File: src/rtl/l2_write_buffer_pkg.sv
// Shared types for the L2 victim write buffer.
//   lc3b_word      : 16-bit byte address
//   lc3b_data      : 128-bit cache line
//   lc3b_line_addr : line address, address[15:4]
//   lc3b_wb_state  : write-buffer controller states
package l2_write_buffer_pkg;

   typedef logic [15:0]  lc3b_word;
   typedef logic [127:0] lc3b_data;
   typedef logic [11:0]  lc3b_line_addr;

   typedef enum logic [1:0] {
      StIdle,
      StResp,
      StReadMem,
      StDrain
   } lc3b_wb_state;

   // Line-aligned byte address for a line address.
   function automatic lc3b_word line_base(input lc3b_line_addr line);
      return {line, 4'h0};
   endfunction

endpackage

File: src/rtl/l2_write_buffer_fifo.sv
// l2_wb_fifo: circular store of {line address, line data} for the write buffer.
// Ports:
//   clk, rst            clock, synchronous active-high reset
//   enq, enq_addr/data  push a new line at the tail (caller guarantees not full)
//   ovw, ovw_data       overwrite the data of the entry matching lookup_addr
//   pop                 retire the head entry (caller guarantees not empty)
//   lookup_addr         line address compared against every valid entry
//   hit, hit_data       match result and the matching entry's data
//   head_addr/data      oldest entry, the next one to drain
//   empty, full         count==0 / count==DEPTH
module l2_wb_fifo
   import l2_write_buffer_pkg::*;
#(
   parameter int unsigned DEPTH = 2,
   parameter int unsigned PTR_W = $clog2(DEPTH)
) (
   input  logic          clk,
   input  logic          rst,
   input  logic          enq,
   input  lc3b_line_addr enq_addr,
   input  lc3b_data      enq_data,
   input  logic          ovw,
   input  lc3b_data      ovw_data,
   input  logic          pop,
   input  lc3b_line_addr lookup_addr,
   output logic          hit,
   output lc3b_data      hit_data,
   output lc3b_line_addr head_addr,
   output lc3b_data      head_data,
   output logic          empty,
   output logic          full
);

   lc3b_line_addr    addr_q [DEPTH];
   lc3b_data         data_q [DEPTH];
   logic [DEPTH-1:0] valid_q;
   logic [DEPTH-1:0] match;
   logic [PTR_W-1:0] head_q;
   logic [PTR_W-1:0] tail_q;
   logic [PTR_W:0]   count_q;

   always_comb begin
      match = '0;
      for (int i = 0; i < int'(DEPTH); i++) begin
         match[i] = valid_q[i] && (addr_q[i] == lookup_addr);
      end
   end

   // Resident addresses are unique, so OR-ing the masked entries selects the hit.
   always_comb begin
      hit_data = '0;
      for (int i = 0; i < int'(DEPTH); i++) begin
         if (match[i]) begin
            hit_data = hit_data | data_q[i];
         end
      end
   end

   assign hit       = |match;
   assign head_addr = addr_q[head_q];
   assign head_data = data_q[head_q];
   assign empty     = (count_q == '0);
   assign full      = (count_q == (PTR_W + 1)'(DEPTH));

   always_ff @(posedge clk) begin
      if (rst) begin
         head_q  <= '0;
         tail_q  <= '0;
         count_q <= '0;
         valid_q <= '0;
      end else begin
         if (enq) begin
            valid_q[tail_q] <= 1'b1;
            tail_q          <= tail_q + 1'b1;
         end
         if (pop) begin
            valid_q[head_q] <= 1'b0;
            head_q          <= head_q + 1'b1;
         end
         unique case ({enq, pop})
            2'b10:   count_q <= count_q + 1'b1;
            2'b01:   count_q <= count_q - 1'b1;
            default: count_q <= count_q;
         endcase
      end
   end

   // Payload needs no reset: valid_q gates every use of it.
   always_ff @(posedge clk) begin
      for (int i = 0; i < int'(DEPTH); i++) begin
         if (enq && (tail_q == PTR_W'(i))) begin
            addr_q[i] <= enq_addr;
            data_q[i] <= enq_data;
         end else if (ovw && match[i]) begin
            data_q[i] <= ovw_data;
         end
      end
   end

endmodule

File: src/rtl/l2_write_buffer.sv
// l2_write_buffer: victim write buffer between the L2 pmem port and memory.
// Absorbs writebacks, drains them when idle, forwards reads of resident lines.
// Ports:
//   clk, rst                         clock, synchronous active-high reset
//   l2_read, l2_write                L2 requests, held until l2_resp
//   l2_address, l2_wdata             request line address / writeback data
//   l2_rdata, l2_resp                read data and one-cycle completion pulse
//   pmem_read, pmem_write            memory requests (never both high)
//   pmem_address, pmem_wdata         memory line address / drained line
//   pmem_rdata, pmem_resp            memory read data / completion
//   buf_empty, buf_full              buffer occupancy flags
module l2_write_buffer
   import l2_write_buffer_pkg::*;
#(
   parameter int unsigned DEPTH = 2,
   parameter int unsigned PTR_W = $clog2(DEPTH)
) (
   input  logic     clk,
   input  logic     rst,
   input  logic     l2_read,
   input  logic     l2_write,
   input  lc3b_word l2_address,
   input  lc3b_data l2_wdata,
   output lc3b_data l2_rdata,
   output logic     l2_resp,
   output logic     pmem_read,
   output logic     pmem_write,
   output lc3b_word pmem_address,
   output lc3b_data pmem_wdata,
   input  lc3b_data pmem_rdata,
   input  logic     pmem_resp,
   output logic     buf_empty,
   output logic     buf_full
);

   lc3b_wb_state  state_q;
   lc3b_data      rdata_q;
   lc3b_line_addr req_line;
   logic          unused_addr_bits;

   logic          hit;
   lc3b_data      hit_data;
   lc3b_line_addr head_addr;
   lc3b_data      head_data;
   logic          empty;
   logic          full;
   logic          idle_write;
   logic          fifo_enq;
   logic          fifo_ovw;
   logic          fifo_pop;

   assign req_line         = l2_address[15:4];
   assign unused_addr_bits = ^l2_address[3:0];

   // A read takes priority over a simultaneous write.
   assign idle_write = (state_q == StIdle) && !l2_read && l2_write;
   assign fifo_ovw   = idle_write && hit;
   assign fifo_enq   = idle_write && !hit && !full;
   assign fifo_pop   = (state_q == StDrain) && pmem_resp;

   l2_wb_fifo #(
      .DEPTH (DEPTH),
      .PTR_W (PTR_W)
   ) u_fifo (
      .clk         (clk),
      .rst         (rst),
      .enq         (fifo_enq),
      .enq_addr    (req_line),
      .enq_data    (l2_wdata),
      .ovw         (fifo_ovw),
      .ovw_data    (l2_wdata),
      .pop         (fifo_pop),
      .lookup_addr (req_line),
      .hit         (hit),
      .hit_data    (hit_data),
      .head_addr   (head_addr),
      .head_data   (head_data),
      .empty       (empty),
      .full        (full)
   );

   always_ff @(posedge clk) begin
      if (rst) begin
         state_q <= StIdle;
         rdata_q <= '0;
      end else begin
         unique case (state_q)
            StIdle: begin
               if (l2_read) begin
                  if (hit) begin
                     rdata_q <= hit_data;
                     state_q <= StResp;
                  end else begin
                     // Misses may bypass buffered writes: addresses cannot collide.
                     state_q <= StReadMem;
                  end
               end else if (l2_write) begin
                  // Full with no match: drain one entry, the write stays pending.
                  state_q <= (hit || !full) ? StResp : StDrain;
               end else if (!empty) begin
                  state_q <= StDrain;
               end
            end
            StReadMem: begin
               if (pmem_resp) begin
                  rdata_q <= pmem_rdata;
                  state_q <= StResp;
               end
            end
            StDrain: begin
               if (pmem_resp) begin
                  state_q <= StIdle;
               end
            end
            StResp: begin
               state_q <= StIdle;
            end
            default: state_q <= StIdle;
         endcase
      end
   end

   always_comb begin
      l2_resp      = 1'b0;
      l2_rdata     = '0;
      pmem_read    = 1'b0;
      pmem_write   = 1'b0;
      pmem_address = '0;
      pmem_wdata   = '0;
      unique case (state_q)
         StResp: begin
            l2_resp  = 1'b1;
            l2_rdata = rdata_q;
         end
         StReadMem: begin
            pmem_read    = 1'b1;
            pmem_address = line_base(req_line);
         end
         StDrain: begin
            pmem_write   = 1'b1;
            pmem_address = line_base(head_addr);
            pmem_wdata   = head_data;
         end
         default: ;
      endcase
   end

   assign buf_empty = empty;
   assign buf_full  = full;

endmodule

File: config.mk
export PLATFORM = sky130hd
export DESIGN_NAME = l2_write_buffer
export DESIGN_NICKNAME = d
export VERILOG_FILES = /design/src/rtl/l2_write_buffer_pkg.sv /design/src/rtl/l2_write_buffer_fifo.sv /design/src/rtl/l2_write_buffer.sv
export SDC_FILE = /design/constraint.sdc
export NUM_CORES = 1
export LEC_CHECK = 0
export ABC_CLOCK_PERIOD_IN_PS = 5800
export BUFFER_PORTS_ARGS = -buffer_cell sky130_fd_sc_hd__buf_2
export CORE_AREA = 2 2 218 220
export DETAILED_ROUTE_END_ITERATION = 16
export DIE_AREA = 0 0 220 222
export PLACE_DENSITY = 0.62
export SLEW_MARGIN = 30
export SYNTH_ARGS = -nofsm -noshare
export SYNTH_HDL_FRONTEND = slang
export SYNTH_SLANG_ARGS = --single-unit
File: constraint.sdc
create_clock -name clk -period 5.8 [get_ports clk]
set_input_delay 0 -clock clk [delete_from_list [all_inputs] [get_ports clk]]
set_output_delay 0 -clock clk [all_outputs]
set_load 0.005 [all_outputs]
; Yosys cells after proc, flatten, opt, wreduce, memory -nomap -nowiden
; Memories as Yosys holds them, arrays and structs flattened. A register that Yosys moved wholly into a read port is not among the register bits.
; Cells that the tools add are included.
[word_totals]
inputBits = 277
ram_bits = 280
mem_count = 2
output_inout_bits = 277
ff_bits = 136
[memory_table]
columns = memory, words, word_bits, rd, rd_ports_with_merged_regs, write_ports, line_no
row1 = u_fifo.data_q, 2, 128, 3, 1, 2, l2_write_buffer_fifo.sv:35  ; lc3b_data data_q [DEPTH];
row2 = u_fifo.addr_q, 2, 12, 3, 1, 1, l2_write_buffer_fifo.sv:34  ; lc3b_line_addr addr_q [DEPTH];
[op_classes]
muxes = 47
magnitude_cmp = 4
n_addsub = 4
n_reduce_logical = 26
bitwise = 7
eq_ne = 13
[op_table]
columns = op, count
row1 = 128-bit 2-to-1 mux, 9
row2 = 128-bit case mux with 2 select lines, 1
row3 = 128-bit OR, 1
row4 = 16-bit case mux with 2 select lines, 1
row5 = 12-bit equality test, 2
row6 = 1-bit 2-to-1 mux, 21
row7 = 2-bit 2-to-1 mux, 10
row8 = 1-bit logical AND, 14
row9 = 12-bit 2-to-1 mux, 1
row10 = 12-bit OR reduction, 1
row11 = "2-bit equality test, second input constant", 4
row12 = "2-bit != test, second input constant", 4
row13 = 2-bit case mux with 4 select lines, 1
row14 = "2-bit by 1-bit equality test with 1-bit output, second input constant", 2
row15 = 2-bit logical NOT, 2
row16 = "1-bit by 2-bit < comparator with 1-bit output, second input constant", 2
row17 = "4-bit != test, second input constant", 1
row18 = 2-bit case mux with 2 select lines, 1
row19 = 4-bit AND reduction, 1
row20 = 2-bit nonzero test, 2
row21 = 1-bit logical NOT, 3
row22 = 3-bit AND reduction, 1
row23 = "1-bit adder, second input constant", 2
row24 = "2-bit by 1-bit adder with 2-bit output, second input constant", 1
row25 = 10 further kinds, 13

; Logic depth before layout (Yosys ltp)
[logic_depth]
ltp_word = 11
ltp_mapped = 9

; Modules after synthesis
; From an unflattened synthesis, not the netlist that was laid out.
[hier_totals]
cells_unflattened = 2054
hier_area_um2 = 24513.5
[by_module_without_submodules]
columns = module, area_per_inst_um2, seq_area_each_um2, cells_each, instances
row1 = l2_wb_fifo, 15870.2, 8548.2, 959, 1
row2 = l2_write_buffer, 8643.3, 2602.5, 1095, 1

; Worst setup path before layout
; No wires, ideal clock.
[synth_timing]
path_type = register to register
from = memory u_fifo.addr_q[1][10] in the netlist's numbering
to = memory u_fifo.data_q[1][0] in the netlist's numbering (enable)
period_less_slack_ps = 4868
slack_ps = 932
required_time_ps = 5314
setup_ps = 486
stages_incl_launch_ff = 7
t_arrival_ps = 4382
path_cell_list = edfxtp_1 -> xnor2_1 -> nand4_1 -> nor4_4 -> nor4_1 -> and2_1 -> a21o_1
[synth_rtl]
columns = element, line_no
row1 = "start, declared", l2_write_buffer_fifo.sv:34
row2 = "end, declared", l2_write_buffer_fifo.sv:35

==> reports/metrics.cfg <==
[timing]
finClkSkew_ns=0.0149
max_slew_margin=0.342
grt_setup_unrepaired=no
finalSetupViolCount=0
final.period_utilization=0.668
setup_tns_ns=0
worst_pin_slew_ns=0.985
final-max-slew-violation-count=0
max_freq_mhz=258
hold_viol_final=0
fin_ws_ns=1.93
period_minus_slack_ns=3.87

[yosys]
synth-edff-count=280
ys_types=42
ys_ff_latch=417
yosys.area.top_type_share=0.447
synthSimpleGateAreaFrac=0.124
synth.most_common_cell=edfxtp_1
ys.warnings.count=0
muxShareOfSynthArea=0.0750
synthCells=1444
synth_area_leaders=edfxtp_1 (45%), dfxtp_1 (15%), mux2i_1 (7.5%), a221oi_1 (6.0%), and2_1 (4.3%)
synth_compound_area_frac=0.147
yosysSeqAreaShare=0.592
synthFlopType=edfxtp_1
synthXorXnorAreaFrac=0.0135
syn_area_per_cell_um2=13.0
synthArstFlopShare=0
synthAdderAreaFrac=0.000665
synth_top_family_by_area=compound AO/OA/AOI/OAI gates
yosys-top-cells-count=edfxtp_1 (280), mux2i_1 (141), nor2_1 (139)
synth_area_leader_cell=edfxtp_1
syn_area_um2=18800

[finish]
fill_cells=3875
syn_to_final_growth_pct=38.6
utilization=0.564
drive_gt1_frac=0.315
fin_cells=2845
seq_area_um2=11200
multi_input_area_um2=6850
nets=2472

[route]
avgRoutedWirePerCell_um=22.6
vias=15852
ant_nets=0
drtIter0Drc=1056
firstDrtPassIters=5
drc=0
vias_per_cell=5.57
wirelength_um=64300

[pwr]
pwr-share-comb=0.126
p_sw_frac=0.248
ir_drop_mv=0.220
leakagePower_nw=10.7
power.density_nw_per_um2=281
seqPwrFrac=0.460
clockPowerShare=0.414
switching_power_w=0.00182
internal-power_w=0.00552

[worst_setup_path]
r2r_cells=6
cpMaxStageDelayCell=and2_1
crit_path_max_fanout=36
worst_setup_path_end_kind=flip-flop
worst_ep_required_time_ns=6.01
r2r-start=state_q[1]
reg2reg_setup_slack_ns=1.93
crit_type=reg -> reg
crit_chain=nor2_1 -> nand3b_1 -> nor4_1 -> and2_1 -> a21o_4 -> buf_4
cp-start-kind=flip-flop
slowest_delay_ns=0.64
critPathTopFamily=simple AND/OR/NAND/NOR gates
critPathBufInv=1
reg2reg_to=u_fifo.data_q[1][68]
critPathArrivalTime_ns=4.08

[floorplanning]
coreArea_um2=46300
ios=554
die_y_um=222
std_cell_rows=79
die_w_um=220
start_util=0.407
dieArea_um2=48800

[clocking]
cts_setup_buffers=0
numCtsBuffers=46
cts_tree=done
clock-sinks=417
cts.path.max_buffers=3
clock_latency_ns=0.57
clk_pin_slew_worst_paths_ns=0.06
htreeDepth=2
cts-root-buf=clkbuf_16

[placement]
portBuffers=545
pre_cts_slack_ns=1.96
gp_congestion=0.841
dp_cells=2478
dp_hpwl_um=37700

[outcome]
status=completed

[global_route]
antenna_found_initial=8
grt_start_max_net_pins=129
grt_overflow_total=0
grt_pass1_wl_um=95600
grt_use_total=0.253
grt_pass1_vias=16709

[hold_path]
min_to=u_fifo.data_q[1][26]
holdCritPathClass=in -> reg
min_delay_path_depth=2
hold_path_startpoint=l2_wdata[26]

[job]
cap_violations=0

==> worst max-delay path by stage <==
stage / depth (start not counted) / from / slack (ns) / endpoint
2_1_floorplan: 6 / u_fifo.addr_q[1][10] / 0.93 / u_fifo.data_q[1][0]
3_3_place_gp: 6 / state_q[0] / 1.89 / u_fifo.data_q[1][70]
3_5_place_dp: 6 / state_q[1] / 1.96 / u_fifo.data_q[1][74]
4_1_cts: 6 / state_q[1] / 1.93 / u_fifo.data_q[1][74]
5_1_grt: 6 / state_q[1] / 1.72 / u_fifo.data_q[1][74]
6_report: 6 / state_q[1] / 1.93 / u_fifo.data_q[1][68]
==> worst register-to-register path, stage by stage, from the launching register on <==
cell and delay, ns:
dfxtp_1 0.63, nor2_1 0.34, nand3b_1 0.13, nor4_1 0.62, and2_1 0.64, a21o_4 0.56
buf_4 0.56
==> final cells by class <==
cell class / count / area share
sequential: 417 / 0.428
multi-input combinational: 886 / 0.263
timing repair buffer: 837 / 0.219
clock buffer: 67 / 0.0527
tap: 607 / 0.0291
clock inverter: 18 / 0.00782
inverter: 6 / 0.000959
antenna: 7 / 0.000671
==> logic make-up after synthesis <==
family / after synthesis
muxes: 141
xor gates and xnor gates: 29
adders and majority gates: 1
other: 1
DFF: 417
and+or+nand+nor: 430
AOI/OAI and AO/OA: 281
buffers and inverters: 144
==> flip-flops by register name, indices dropped and copies added, names as in the netlist, named ones only <==
| register | flops |
|---|---|
| u_fifo.valid_q | 2 |
| rdata_q | 128 |
| u_fifo.tail_q | 1 |
| u_fifo.head_q | 1 |
| u_fifo.data_q | 256 |
| u_fifo.addr_q | 24 |
| state_q | 2 |
| u_fifo.count_q | 2 |
==> placed cells by master (no fill, tap or decap), types with 8 or more instances in the layout <==
master         instances
nand2_1               15
clkbuf_1              10
and2_1               129
buf_2                545
edfxtp_1             280
o2bb2ai_1             78
dlygate4sd3_1        274
xnor2_1               27
a221oi_1             128
clkbuf_16             49
dfxtp_1              135
mux2i_1              141
and3_1               128
clkinv_2               9
nor2_1               139
o2bb2ai_2             50
clkbuf_8               8
o211a_1               12
buf_4                 10
==> metal layers <==
layer	vias up	track usage	wire, um
met5	-	0	0
met1	7879	0.301	25200
li1	7050	-	-
met2	756	0.439	32200
met4	0	0.127	2780
met3	167	0.0438	4060
==> power by group through the flow <==
stage | clock, W | sequential [W] | combinational [W]
detailed placement | 0 | 0.00344 | 0.000753
CTS | 0.00309 | 0.00338 | 0.000911
global route | 0.00319 | 0.00339 | 0.000983
finish | 0.00304 | 0.00338 | 0.000922
global placement | 0 | 0.00343 | 0.000749
floorplan | 0 | 0.00342 | 0.000449
==> repair_timing <==
item	in CTS	in global routing
gates resized for setup	0	0
hold endpoints to repair	417	0
hold buffers	274	0
==> per-stage QoR <==
| stage | total power (W) | hold WS (ns) | instance area (um^2) |
|---|---|---|---|
| floorplan | 0.00386 | 0.0989 | 18800 |
| global placement | 0.00418 | 0.187 | 21700 |
| detailed placement | 0.00419 | 0.191 | 21700 |
| CTS | 0.00737 | 0.117 | 26000 |
| global route | 0.00757 | 0.138 | 26100 |
| finish | 0.00734 | 0.149 | 26100 |
(Power assumes the default switching activity.)
